`config.mk`:
```
export PLATFORM = sky130hd
export DESIGN_NAME = pio_irq_master
export DESIGN_NICKNAME = d
export VERILOG_FILES = /design/src/rtl/pio_irq_master_pkg.sv /design/src/rtl/pio_irq_master.sv
export SDC_FILE = /design/constraint.sdc
export NUM_CORES = 1
export LEC_CHECK = 0
export ABC_CLOCK_PERIOD_IN_PS = 2160
export BUFFER_PORTS_ARGS = -buffer_cell sky130_fd_sc_hd__buf_2
export CORE_MARGIN = 4
export CORE_UTILIZATION = 44
export CTS_BUF_LIST = sky130_fd_sc_hd__clkbuf_4
export DETAILED_ROUTE_END_ITERATION = 10
export GPL_ROUTABILITY_DRIVEN = 0
export MAX_ROUTING_LAYER = met4
export PLACE_DENSITY = 0.91
export SLEW_MARGIN = 20
export SYNTH_ARGS = -nofsm -noshare
export SYNTH_HDL_FRONTEND = slang
export SYNTH_SLANG_ARGS = --single-unit
export TNS_END_PERCENT = 1
```
`constraint.sdc`:
```
create_clock -name clk -period 2.16 [get_ports clk]
set_input_delay 0.216 -clock clk [delete_from_list [all_inputs] [get_ports clk]]
set_output_delay 0.216 -clock clk [all_outputs]
set_load 0.05 [all_outputs]
```
`src/rtl/pio_irq_master_pkg.sv`:
```
// Shared FSM state encoding and PIO register map for the PIO interrupt master.
package pio_irq_master_pkg;

  typedef enum logic [3:0] {
    ST_INIT,
    ST_IDLE,
    ST_RD_EDGE,
    ST_WT_EDGE,
    ST_CLR,
    ST_RD_LVL,
    ST_WT_LVL,
    ST_PUSH,
    ST_MASK
  } state_e;

  localparam logic [1:0] ADDR_DATA = 2'd0;
  localparam logic [1:0] ADDR_MASK = 2'd2;
  localparam logic [1:0] ADDR_EDGE = 2'd3;

endpackage

```
`src/rtl/pio_irq_master.sv`:
```
// Services a PIO slave's edge-capture interrupt over Avalon-MM and turns each
// nonzero capture into a ready/valid button event with the pin levels read afterwards.
module pio_irq_master
  import pio_irq_master_pkg::*;
#(
  parameter int               PIO_W     = 2,
  parameter logic [PIO_W-1:0] INIT_MASK = 2'b11
) (
  input  logic             clk,
  input  logic             reset,
  input  logic             irq,
  output logic [1:0]       address,
  output logic             chipselect,
  output logic             write_n,
  output logic [31:0]      writedata,
  input  logic [31:0]      readdata,
  input  logic             mask_wr,
  input  logic [PIO_W-1:0] mask_in,
  output logic             evt_valid,
  output logic [PIO_W-1:0] evt_edges,
  output logic [PIO_W-1:0] evt_level,
  input  logic             evt_ready,
  output logic [7:0]       evt_count
);

  state_e           state_q, state_d;
  logic [1:0]       address_q, address_d;
  logic             chipselect_q, chipselect_d;
  logic             write_n_q, write_n_d;
  logic [31:0]      writedata_q, writedata_d;
  logic             evt_valid_q, evt_valid_d;
  logic [PIO_W-1:0] edges_q, edges_d;
  logic [PIO_W-1:0] level_q, level_d;
  logic [7:0]       count_q, count_d;
  logic             skip_q, skip_d;
  logic             pend_q, pend_d;
  logic [PIO_W-1:0] pend_mask_q, pend_mask_d;

  logic unused_rd_bits;
  assign unused_rd_bits = ^readdata[31:PIO_W];

  // Bus outputs are registered: the values chosen on a transition are what the
  // slave sees for the whole cycle spent in the destination state.
  always_comb begin
    state_d      = state_q;
    address_d    = ADDR_DATA;
    chipselect_d = 1'b0;
    write_n_d    = 1'b1;
    writedata_d  = '0;
    evt_valid_d  = evt_valid_q;
    edges_d      = edges_q;
    level_d      = level_q;
    count_d      = count_q;
    skip_d       = skip_q;
    pend_d       = pend_q;
    pend_mask_d  = pend_mask_q;

    if (mask_wr && (state_q != ST_IDLE)) begin
      pend_d      = 1'b1;
      pend_mask_d = mask_in;
    end

    case (state_q)
      ST_INIT: begin
        // First INIT cycle after reset raises the mask write; the second moves on.
        if (write_n_q) begin
          chipselect_d = 1'b1;
          write_n_d    = 1'b0;
          address_d    = ADDR_MASK;
          writedata_d  = 32'(INIT_MASK);
        end else begin
          state_d      = ST_CLR;
          skip_d       = 1'b1;
          chipselect_d = 1'b1;
          write_n_d    = 1'b0;
          address_d    = ADDR_EDGE;
        end
      end
      ST_IDLE: begin
        if (mask_wr || pend_q) begin
          state_d      = ST_MASK;
          pend_d       = 1'b0;
          chipselect_d = 1'b1;
          write_n_d    = 1'b0;
          address_d    = ADDR_MASK;
          writedata_d  = mask_wr ? 32'(mask_in) : 32'(pend_mask_q);
        end else if (irq) begin
          state_d      = ST_RD_EDGE;
          chipselect_d = 1'b1;
          address_d    = ADDR_EDGE;
        end
      end
      ST_MASK: begin
        state_d = ST_IDLE;
      end
      ST_RD_EDGE: begin
        state_d = ST_WT_EDGE;
      end
      ST_WT_EDGE: begin
        edges_d      = readdata[PIO_W-1:0];
        state_d      = ST_CLR;
        chipselect_d = 1'b1;
        write_n_d    = 1'b0;
        address_d    = ADDR_EDGE;
      end
      ST_CLR: begin
        if (skip_q) begin
          skip_d  = 1'b0;
          state_d = ST_IDLE;
        end else if (edges_q == '0) begin
          state_d = ST_IDLE;
        end else begin
          state_d      = ST_RD_LVL;
          chipselect_d = 1'b1;
          address_d    = ADDR_DATA;
        end
      end
      ST_RD_LVL: begin
        state_d = ST_WT_LVL;
      end
      ST_WT_LVL: begin
        level_d     = readdata[PIO_W-1:0];
        evt_valid_d = 1'b1;
        state_d     = ST_PUSH;
      end
      ST_PUSH: begin
        if (evt_ready) begin
          evt_valid_d = 1'b0;
          count_d     = count_q + 8'd1;
          state_d     = ST_IDLE;
        end
      end
      default: begin
        state_d = ST_INIT;
      end
    endcase
  end

  always_ff @(posedge clk) begin
    if (reset) begin
      state_q      <= ST_INIT;
      address_q    <= ADDR_DATA;
      chipselect_q <= 1'b0;
      write_n_q    <= 1'b1;
      writedata_q  <= '0;
      evt_valid_q  <= 1'b0;
      edges_q      <= '0;
      level_q      <= '0;
      count_q      <= '0;
      skip_q       <= 1'b0;
      pend_q       <= 1'b0;
      pend_mask_q  <= '0;
    end else begin
      state_q      <= state_d;
      address_q    <= address_d;
      chipselect_q <= chipselect_d;
      write_n_q    <= write_n_d;
      writedata_q  <= writedata_d;
      evt_valid_q  <= evt_valid_d;
      edges_q      <= edges_d;
      level_q      <= level_d;
      count_q      <= count_d;
      skip_q       <= skip_d;
      pend_q       <= pend_d;
      pend_mask_q  <= pend_mask_d;
    end
  end

  assign address    = address_q;
  assign chipselect = chipselect_q;
  assign write_n    = write_n_q;
  assign writedata  = writedata_q;
  assign evt_valid  = evt_valid_q;
  assign evt_edges  = edges_q;
  assign evt_level  = level_q;
  assign evt_count  = count_q;

endmodule
```
==> results of run 1 <==
-- where the power goes --
part           switching [mW]  leakage [nW]  internal, mW
combinational           0.501         0.420         0.175
sequential             0.0775         0.220         0.584
clock                   0.154        0.0139        0.0710
total                   0.733         0.655         0.829
-- metal layers --
metal	vias up	share of wire (%)	GRT usage (%)
met2	41	49	22.3
met1	523	42	16.4
met4	0	0.73	3.69
li1	570	-	-
met5	-	0	-
met3	4	7.6	4.16
-- logic make-up after synthesis --
| kind of cell | Yosys count | synth area share (%) |
|---|---|---|
| compound gates | 21 | 9.06 |
| xor+xnor | 7 | 4.31 |
| fa+ha+maj | 1 | 0.879 |
| buf+inv | 38 | 18.5 |
| flops | 27 | 38.0 |
| mux | 6 | 4.40 |
| other cells | 1 | 0.264 |
| simple gates | 72 | 24.6 |
-- per-stage QoR --
stage	cells	power, mW	utilization [%]
after floorplan	202	1.26	-
after global placement	238	1.33	48.0
after detailed placement	238	1.34	48.0
after CTS	242	1.57	49.0
after global routing	242	1.66	49.0
final	242	1.56	49.0
-- critical path: stages (launching register included) --
cell	delay (ns)
sky130_fd_sc_hd__dfxtp_1	0.63
sky130_fd_sc_hd__nand4b_1	0.29
sky130_fd_sc_hd__nor4_1	0.45
sky130_fd_sc_hd__xnor2_1	0.16
sky130_fd_sc_hd__nor2_1	0.05
-- final cells by class --
type	count	area share, %
clock buffer	3	1.49
clock inverter	1	0.498
inverter	1	0.249
multi-input combinational	137	48.3
sequential	27	35.9
tap	44	3.65
timing repair buffer	29	9.96
-- state kept, by name, indices dropped and copies added (netlist names) --
register,cells
pend_mask_q,2
address,2
pend_q,1
evt_edges,2
chipselect,1
evt_valid,1
evt_count,8
writedata,2
write_n,1
state_q,4
skip_q,1
evt_level,2
-- cell usage in the layout, fill, tap and decap left out, types with 2 or more instances in the layout --
cell                       instances
sky130_fd_sc_hd__xnor2_1           5
sky130_fd_sc_hd__buf_4             2
sky130_fd_sc_hd__nor2_1           24
sky130_fd_sc_hd__nand2_1          18
sky130_fd_sc_hd__conb_1           30
sky130_fd_sc_hd__mux2_2            2
sky130_fd_sc_hd__nand3_1           7
sky130_fd_sc_hd__a21oi_1          11
sky130_fd_sc_hd__xor2_1            2
sky130_fd_sc_hd__o21ai_0           4
sky130_fd_sc_hd__nor3_1            8
sky130_fd_sc_hd__clkbuf_4          3
sky130_fd_sc_hd__nand4_1           2
sky130_fd_sc_hd__nand2b_1          4
sky130_fd_sc_hd__mux2i_1           4
sky130_fd_sc_hd__dfxtp_1          27
sky130_fd_sc_hd__buf_2            27
-- path summary, 6_finish.rpt --
check                       from        endpoint  slack (ns)
setup / recovery      state_q[2]    evt_count[7]        0.48
hold / removal        mask_in[1]  pend_mask_q[1]        0.12
setup reg to reg      state_q[2]    evt_count[7]        0.48
hold reg to reg   pend_mask_q[0]  pend_mask_q[0]        0.47
==> impl_results.md, run 1 <==
- Outcome: finished clean
- Row count: 20
- Total area of sequential cells: ~540 um^2
- Number of detailed-routing iterations run before antenna repair: 5
- Sequential fraction of the synthesis area: a little under two fifths
- Proportion of netlist area held by the largest area contributor: 38.0%
- Number of buffers created by CTS: 3
- Pin count of the biggest net entering global routing: 23
- Syn Inst Count: approximately 170
- I/O pin count: 88
- Post-synth top cells: sky130_fd_sc_hd__buf_4 (30), sky130_fd_sc_hd__dfxtp_1 (27), sky130_fd_sc_hd__nor2_1 (24), sky130_fd_sc_hd__nand2_1 (18), sky130_fd_sc_hd__a21oi_1 (11)
- Peak supply drop: a little over 0.7 mV
- Filler Cell Count: between 300 and 400
- Number of storage elements in the synthesis netlist: 27
- Global-route wire length before repair: about 4.5 mm
- Final Max Tran Viols: 0
- Post-Place Setup Slack: approximately 0.53 ns
- Setup Total Neg Slack: 0 ns
- Depth of the worst register-to-register path: 4
- Layout cell share with drive strength beyond 1: between 20% and 30%
- Number of antenna cells inserted: 0
- Number of violations of the max-capacitance limit: 0
- Core region area: 0.00308 mm^2
- RSZ-0062 raised after global routing: false
- Total routed wirelength: ~2.7 mm
- Final setup skew: 0.0103 ns
- Most used flip-flop cell after synthesis: sky130_fd_sc_hd__dfxtp_1
- Crit path launch type: register
- Number of resized instances in the post-cts repair step: 0
- Buffers inserted during post-CTS setup optimization: 0
- Period utilization: ~78%
- Global routing usage summed across all routing layers: between 10% and 20%
- Antenna-violating nets left: 0
- Cell depth of the worst hold path: 3
- Number of enable flip-flop cells after synthesis: 0
- Multi-input combinational cell area: 728 um^2
- Power Dens Cells: between 1000 and 1500 mW/mm^2
- Worst Setup End Kind: register
- Average cell area after synthesis: between 8 and 9 um^2
- Post-synthesis cell area: approximately 0.0014 mm^2
- P_leak: roughly 0.65 nW
- Die Outline Area: about 0.0042 mm^2
- Largest buffer count on any clock path: 2
- Distinct cell type count after synthesis: 35
- Overflow after GRT: 0
- Classification of the worst setup path: register to register
- Port buffer count: 27
- Final Net Count: 239
- Proportion of register bits with asynchronous set or reset after synthesis: 0%
- Number of H-tree branching levels: 1
- HPWL after detailed placement: around 2.1 mm
- Clock transition at the registers of the reported paths: approximately 0.15 ns
- Number of hold violations in the final report: 0
- Worst hold path type: input port to register
- Warning count from the yosys run: 0
- Worst setup margin: between 0.4 and 0.5 ns
- Effective utilization at floorplan: ~46%
- Area growth from synthesis to layout: 5.98%
- Total number of vias: about 1.1k
- Antenna violations before repair: 0
- Post-DR wirelength/cell: 11.3 um
- Synth area leader: sky130_fd_sc_hd__dfxtp_1
- Most instantiated library cell after synthesis: sky130_fd_sc_hd__buf_4
- Highest clock frequency the design can meet: slightly below 600 MHz
- Clock latency on the worst-skew pair: 0.33 ns
- Height of the die: 64.9 um
- CTS tree: done
- Data arrival time of the critical path: between 1.5 and 2 ns
- Final setup violation count: 0
- Clock sink count: 27
- Summed area of non-filler cells in the final layout: ~0.0015 mm^2
- Placed standard-cell area: ~0.0015 mm^2
- First DRT Iteration DRCs: 40
- Routed via count divided by cell count: 4.70
- Top post-synthesis cells by area: sky130_fd_sc_hd__dfxtp_1 (38%), sky130_fd_sc_hd__buf_4 (16%), sky130_fd_sc_hd__nor2_1 (6.3%)
- Count of hold buffers inserted by post-cts repair: 0
- Required time of the critical path: about 2.4 ns
- Die W: approximately 65 um
- CTS root buf: sky130_fd_sc_hd__clkbuf_4
- Final period demand of the worst path: 1.68 ns
- Vias in the first global route: around 1.0k
- Worst hold margin: 0.121 ns
- Post-detailed-route DRC marker count: 0
- Largest fanout on the critical path: 14
No activity file was read; power rests on OpenSTA's default activity.
==> inputs of run 2 (changes only) <==
ABC_CLOCK_PERIOD_IN_PS = 1400   (was 2160)
CORE_UTILIZATION = 40   (was 44)
PLACE_DENSITY = 0.87   (was 0.91)
clock period = 1.4 ns   (was 2.16 ns; I/O delays follow)
==> run 2 against run 1 <==
Compared with the run above: the run now ends with negative setup slack left; die area up 8.7%; hold slack got worse by 0.075 ns; critical path depth did not move; highest routed layer unchanged; maximum frequency up 3.9%; critical endpoint is now state_q[1]; count of clock-buffer cells in the layout unchanged; final cell count is 5.4% higher; register-to-register slack worse by 0.70 ns; clock power is 51% higher.
==> impl_results.md, run 2 (synthesized netlist as in run 1, its figures left out) <==
- Worst Setup End Kind: register (unchanged)
- Largest buffer count on any clock path: 2 (unchanged)
- Effective utilization at floorplan: 42.0% (was 46.2%)
- Total area of sequential cells: 543 um^2 (was 541 um^2)
- Depth of the worst register-to-register path: 4 (unchanged)
- Met3 global-route usage: 4.49% (was 4.16%)
- Number of antenna cells inserted: 0 (unchanged)
- Count of hold buffers inserted by post-cts repair: 0 (unchanged)
- Final Net Count: 250 (was 239)
- Clock latency on the worst-skew pair: 0.33 ns (about the same)
- Overflow after GRT: 0 (unchanged)
- Core region area: 0.00339 mm^2 (was 0.00308 mm^2)
- Clock sink count: 27 (unchanged)
- HPWL after detailed placement: 2.25 mm (was 2.05 mm)
- Classification of the worst setup path: register to register (unchanged)
- Clock transition at the registers of the reported paths: 0.15 ns (about the same)
- Final Max Tran Viols: 0 (unchanged)
- Global-route wire length before repair: 4.60 mm (was 4.53 mm)
- Required time of the critical path: 1.62 ns (was 2.38 ns)
- M1 GR Usage: 14.9% (was 16.4%)
- Period utilization: 116% (was 78.0%)
- CTS tree: done (unchanged)
- Outcome: complete, but fails checks (was finished clean)
- Row count: 21 (was 20)
- Failing checks: negative setup slack
- RSZ-0062 raised after global routing: true (was false)
- Worst hold path type: input port to register (unchanged)
- Global routing usage summed across all routing layers: 13.6% (was 13.7%)
- Cells traversed along the worst timing path: or4b_4 > or4_4 > o211ai_2 > a21oi_2 (was nand4b_1 > nor4_1 > xnor2_1 > nor2_1)
- Number of H-tree branching levels: 1 (unchanged)
- Pin count of the biggest net entering global routing: 23 (unchanged)
- Worst hold margin: 0.0465 ns (was 0.121 ns)
- Peak-usage layer in the global routing report: met2 (unchanged)
- Die W: 67.6 um (was 64.9 um)
- Number of buffers created by CTS: 3 (unchanged)
- Vias in the first global route: 1104 (was 1038)
- Peak supply drop: 1.04 mV (was 0.716 mV)
- Total power draw: 2.59 mW (was 1.56 mW)
- Biggest cell delay along the critical path: 0.55 ns (was 0.63 ns)
- Number of violations of the max-capacitance limit: 0 (unchanged)
- CTS root buf: sky130_fd_sc_hd__clkbuf_4 (unchanged)
- Largest fanout on the critical path: 3 (was 14)
- Height of the die: 67.6 um (was 64.9 um)
- Max FFs per register: 8 (unchanged)
- Die Outline Area: 0.00457 mm^2 (was 0.00421 mm^2)
- Total routed wirelength: 3.00 mm (was 2.73 mm)
- Layout cell share with drive strength beyond 1: 30.6% (was 20.2%)
- Number of hold violations in the final report: 0 (unchanged)
- Commonest non-fill, non-tap cell in the layout: sky130_fd_sc_hd__conb_1 (unchanged)
- Post-detailed-route DRC marker count: 0 (unchanged)
- Routed via count divided by cell count: 4.63 (was 4.70)
- Final setup skew: 0.0120 ns (was 0.0103 ns)
- Cell depth of the worst hold path: 3 (unchanged)
- Final period demand of the worst path: 1.62 ns (was 1.68 ns)
- Crit path max-delay family: simple AND/OR/NAND/NOR gates (unchanged)
- Final setup violation count: 7 (was 0)
- Power Dens Cells: 1570 mW/mm^2 (was 1040 mW/mm^2)
- Number of stages on the worst setup path: 4 (unchanged)
- Highest clock frequency the design can meet: 617 MHz (was 594 MHz)
- Bufs and invs on worst path: 0 (unchanged)
- Multi-input combinational cell area: 778 um^2 (was 728 um^2)
- Post-DR wirelength/cell: 11.8 um (was 11.3 um)
- Met2 routing resource usage after global routing: 22.6% (was 22.3%)
- Port buffer count: 27 (unchanged)
- Data arrival time of the critical path: 1.84 ns (was 1.91 ns)
- Crit path launch type: register (unchanged)
- Most frequent cells in the layout: sky130_fd_sc_hd__conb_1 (30), sky130_fd_sc_hd__buf_2 (27), sky130_fd_sc_hd__dfxtp_1 (25) (was sky130_fd_sc_hd__conb_1 (30), sky130_fd_sc_hd__dfxtp_1 (27), sky130_fd_sc_hd__buf_2 (27))
- Antenna violations before repair: 0 (unchanged)
- Standard cell with the maximum stage delay on the critical path: sky130_fd_sc_hd__or4b_4 (was sky130_fd_sc_hd__dfxtp_1)
- Filler Cell Count: 361 (was 307)
- Total number of vias: 1180 (was 1138)
- Number of detailed-routing iterations run before antenna repair: 4 (was 5)
- I/O pin count: 88 (unchanged)
- First DRT Iteration DRCs: 42 (was 40)
- Antenna-violating nets left: 0 (unchanged)
- P_leak: 0.720 nW (was 0.655 nW)
- Worst setup margin: -0.221 ns (was 0.476 ns)
- Area growth from synthesis to layout: 16.4% (was 5.98%)
run 2: cell count changes in the layout (fill, tap and decap cells not counted), moves of 2 or more:
cell                      previous run  this run
sky130_fd_sc_hd__a21oi_1            11         9
sky130_fd_sc_hd__a21oi_2             0         2
sky130_fd_sc_hd__buf_4               2        12
sky130_fd_sc_hd__dfxtp_1            27        25
sky130_fd_sc_hd__dfxtp_2             0         2
sky130_fd_sc_hd__nor2_1             24        21
sky130_fd_sc_hd__nor2_2              0         2
sky130_fd_sc_hd__nor3_1              8         3
sky130_fd_sc_hd__nor3_2              0         5
run 2: worst paths after layout:
kind	start	endpoint	slack, ns
hold / removal	mask_in[1]	pend_mask_q[1]	0.05
hold reg to reg	pend_mask_q[1]	pend_mask_q[1]	0.47
setup / recovery	state_q[1]	state_q[1]	-0.22
setup reg to reg	state_q[1]	state_q[1]	-0.22
run 2: layer usage:
layer | up-vias | share of wire (%)
met4 | 0 | 0.40
met1 | 547 | 41
met3 | 2 | 7.4
li1 | 592 | -
met2 | 39 | 51
met5 | - | 0
run 2: worst register-to-register path, delay by kind of cell, from the launching register on:
kind             cells  cell delay (ns)
AO/OA/AOI/OAI        2             0.16
flip-flops           1             0.36
AND/OR/NAND/NOR      2             1.00
run 2: area by class of cell:
cell class	count	share of cell area, %
Clock buffer	3	1.36
Clock inverter	1	0.302
Inverter	1	0.227
Multi-Input combinational cell	137	47.0
Sequential cell	27	32.8
Tap cell	46	3.48
Timing Repair Buffer	40	14.8
run 2: report_power, final:
part	total [mW]	leakage [nW]	switching, mW	internal, mW
clock	0.339	0.0177	0.232	0.107
combinational	1.29	0.481	0.904	0.384
sequential	0.967	0.221	0.0648	0.902
total	2.59	0.720	1.20	1.39
run 2: through the flow:
| step | util, % | TNS (ns) | instance area [um^2] | worst slack (ns) | cells |
|---|---|---|---|---|---|
| after CTS | 47.5 | -0.921 | 1610 | -0.205 | 255 |
| final | 48.8 | -0.932 | 1660 | -0.221 | 255 |
| after global routing | 48.8 | -1.60 | 1660 | -0.254 | 255 |
| after floorplan | - | -1.23 | 1530 | -0.235 | 202 |
| after detailed placement | 46.3 | -0.847 | 1570 | -0.197 | 250 |
| after global placement | 46.3 | -0.572 | 1570 | -0.146 | 250 |
run 2: what timing repair did:
| item | 4_1_cts | 5_1_grt |
|---|---|---|
| endpoints found under the hold margin | 0 | 0 |
| gates resized for setup | 3 | 11 |
| setup buffers | 1 | 0 |
| pin swaps | 0 | 0 |
| endpoints found under the setup margin | 9 | 17 |
==> inputs of run 3 (changes only) <==
HOLD_SLACK_MARGIN = 0.08   (was not set)
==> run 3 against run 2 <==
Compared with the run above: cell area up 3.0%; sequential share of layout area down 0.96 points; die area unchanged; critical endpoint unchanged; largest cell class unchanged; the flow still finishes with violations (negative setup slack); non-clock buffer count up 5; critical path type unchanged; combinational power about the same.
==> impl_results.md, run 3 (synthesized netlist as in run 1, its figures left out) <==
- Die W: 67.6 um (unchanged)
- Row count: 21 (unchanged)
- Clock sink count: 27 (unchanged)
- Cell internal pwr: 1.40 mW (was 1.39 mW)
- Post-detailed-route DRC marker count: 0 (unchanged)
- Crit path launch type: register (unchanged)
- Pin count of the biggest net entering global routing: 23 (unchanged)
- Setup Total Neg Slack: -0.939 ns (was -0.932 ns)
- Number of antenna cells inserted: 0 (unchanged)
- Startpoint of the most critical register-to-register path: state_q[1] (unchanged)
- Met2 routing resource usage after global routing: 22.8% (was 22.6%)
- Die Outline Area: 0.00457 mm^2 (unchanged)
- Layout cell share with drive strength beyond 1: 29.9% (was 30.6%)
- Clock transition at the registers of the reported paths: 0.14 ns (was 0.15 ns)
- Met3 global-route usage: 4.49% (unchanged)
- Core region area: 0.00339 mm^2 (unchanged)
- Highest clock frequency the design can meet: 617 MHz (about the same)
- Routed via count divided by cell count: 4.61 (was 4.63)
- Max FFs per register: 8 (unchanged)
- HPWL after detailed placement: 2.25 mm (unchanged)
- Vias in the first global route: 1111 (was 1104)
- P_leak: 0.741 nW (was 0.720 nW)
- CTS tree: done (unchanged)
- Post-DR wirelength/cell: 11.6 um (was 11.8 um)
- Depth of the worst register-to-register path: 4 (unchanged)
- Share of power burned in the clock network: 13.0% (was 13.1%)
- Outcome: complete, but fails checks (unchanged)
- Global routing usage summed across all routing layers: 13.7% (was 13.6%)
- RSZ-0062 raised after global routing: true (unchanged)
- Reg2Reg Setup Slack: -0.22 ns (about the same)
- Final Net Count: 255 (was 250)
- CTS root buf: sky130_fd_sc_hd__clkbuf_4 (unchanged)
- Clock latency on the worst-skew pair: 0.33 ns (about the same)
- Number of H-tree branching levels: 1 (unchanged)
- Antenna-violating nets left: 0 (unchanged)
- Number of detailed-routing iterations run before antenna repair: 4 (unchanged)
- Required time of the critical path: 1.62 ns (about the same)
- Data arrival time of the critical path: 1.84 ns (about the same)
- Largest buffer count on any clock path: 2 (unchanged)
- Height of the die: 67.6 um (unchanged)
- Startpoint of the most critical hold path: evt_ready (was mask_in[1])
- Critical path capture point: state_q[1] (unchanged)
- Worst hold path type: input port to register (unchanged)
- M1 GR Usage: 15.0% (was 14.9%)
- Critical register-to-register path endpoint: state_q[1] (unchanged)
- Antenna violations before repair: 0 (unchanged)
- Commonest non-fill, non-tap cell in the layout: sky130_fd_sc_hd__conb_1 (unchanged)
- Number of buffers created by CTS: 3 (unchanged)
- Combinational group share of total power: 49.9% (was 49.7%)
- Peak supply drop: 0.814 mV (was 1.04 mV)
- Overflow after GRT: 0 (unchanged)
- Effective utilization at floorplan: 42.0% (unchanged)
- Final period demand of the worst path: 1.62 ns (about the same)
- Switching power summed over all nets: 1.20 mW (about the same)
- Total number of vias: 1199 (was 1180)
- First DRT Iteration DRCs: 50 (was 42)
- Number of hold violations in the final report: 0 (unchanged)
- Port buffer count: 27 (unchanged)
- Global-route wire length before repair: 4.64 mm (was 4.60 mm)
- Peak-usage layer in the global routing report: met2 (unchanged)
- Worst setup margin: -0.221 ns (about the same)
- Period utilization: 116% (about the same)
- Power Dens Cells: 1530 mW/mm^2 (was 1570 mW/mm^2)
- Total routed wirelength: 3.02 mm (was 3.00 mm)
- Sw frac: 46.2% (was 46.3%)
- Number of violations of the max-capacitance limit: 0 (unchanged)
- Placed cells: 250 (unchanged)
- Startpoint of the worst setup timing path: state_q[1] (unchanged)
- Classification of the worst setup path: register to register (unchanged)
- Final setup skew: 0.0112 ns (was 0.0120 ns)
- Final Max Tran Viols: 0 (unchanged)
- Final setup violation count: 7 (unchanged)
- Largest fanout on the critical path: 3 (unchanged)
- Non-filler instance count after layout: 260 (was 255)
- I/O pin count: 88 (unchanged)
- Failing checks: negative setup slack (unchanged)
- Most frequent cells in the layout: sky130_fd_sc_hd__conb_1 (30), sky130_fd_sc_hd__buf_2 (27), sky130_fd_sc_hd__dfxtp_1 (25) (unchanged)
- Share of power burned in registers: 37.1% (was 37.3%)
- Filler Cell Count: 356 (was 361)
- Worst Setup End Kind: register (unchanged)
- Area growth from synthesis to layout: 19.9% (was 16.4%)
[run 3: changes by cell type in the layout (fill, tap and decap cells not counted)]
cell                            delta
sky130_fd_sc_hd__dlygate4sd3_1     +5
[run 3: worst min path at each step]
stage,slack (ns),end,cells after the start
2_1_floorplan,0.27,write_n,2
3_3_place_gp,0.40,evt_edges[0],3
3_5_place_dp,0.41,evt_edges[1],3
4_1_cts,0.09,address[1],3
5_1_grt,0.20,state_q[2],4
6_report,0.19,state_q[1],4
[run 3: what timing repair did]
item,4_1_cts,5_1_grt
gates resized for setup,3,11
endpoints found under the hold margin,6,1
endpoints found under the setup margin,9,17
pin swaps,0,0
hold buffers,4,1
setup buffers,1,0
[run 3: area by class of cell]
class | instances | area (um^2) | area share [%]
inverters | 1 | 3.75 | 0.220
multi-input cells | 137 | 778 | 45.6
repair buffers | 45 | 295 | 17.3
clock buffers | 3 | 22.5 | 1.32
flip-flops and latches | 27 | 543 | 31.8
clock inverters | 1 | 5.00 | 0.293
well taps | 46 | 57.6 | 3.37
[run 3: stage by stage]
stage               worst slack, ns  power, mW  cell area (um^2)  hold WS (ns)  util (%)
floorplan                    -0.235       1.94              1530         0.266         -
global placement             -0.146       2.17              1570         0.399      46.3
detailed placement           -0.197       2.20              1570         0.412      46.3
CTS                          -0.205       2.57              1650        0.0869      48.7
global route                 -0.254       2.78              1710         0.197      50.3
finish                       -0.221       2.60              1710         0.189      50.3
[run 3: critical path, stage by stage (launching register included)]
cell and delay (ns):
sky130_fd_sc_hd__dfxtp_2 0.36, sky130_fd_sc_hd__or4b_4 0.55, sky130_fd_sc_hd__or4_4 0.45, sky130_fd_sc_hd__o211ai_2 0.11
sky130_fd_sc_hd__a21oi_2 0.05
[run 3: power groups by stage]
stage	clock (mW)	sequential [mW]	combinational, mW
after floorplan	0	1.24	0.701
after global placement	0	0.978	1.19
after detailed placement	0	0.984	1.21
after CTS	0.361	0.966	1.24
after global routing	0.391	0.982	1.40
final	0.340	0.966	1.30
[run 3: metal layers]
| metal | vias up | routed length [um] |
|---|---|---|
| met3 | 2 | 220 |
| met2 | 39 | 1560 |
| met1 | 556 | 1230 |
| li1 | 602 | - |
| met4 | 0 | 12 |
| met5 | - | 0 |
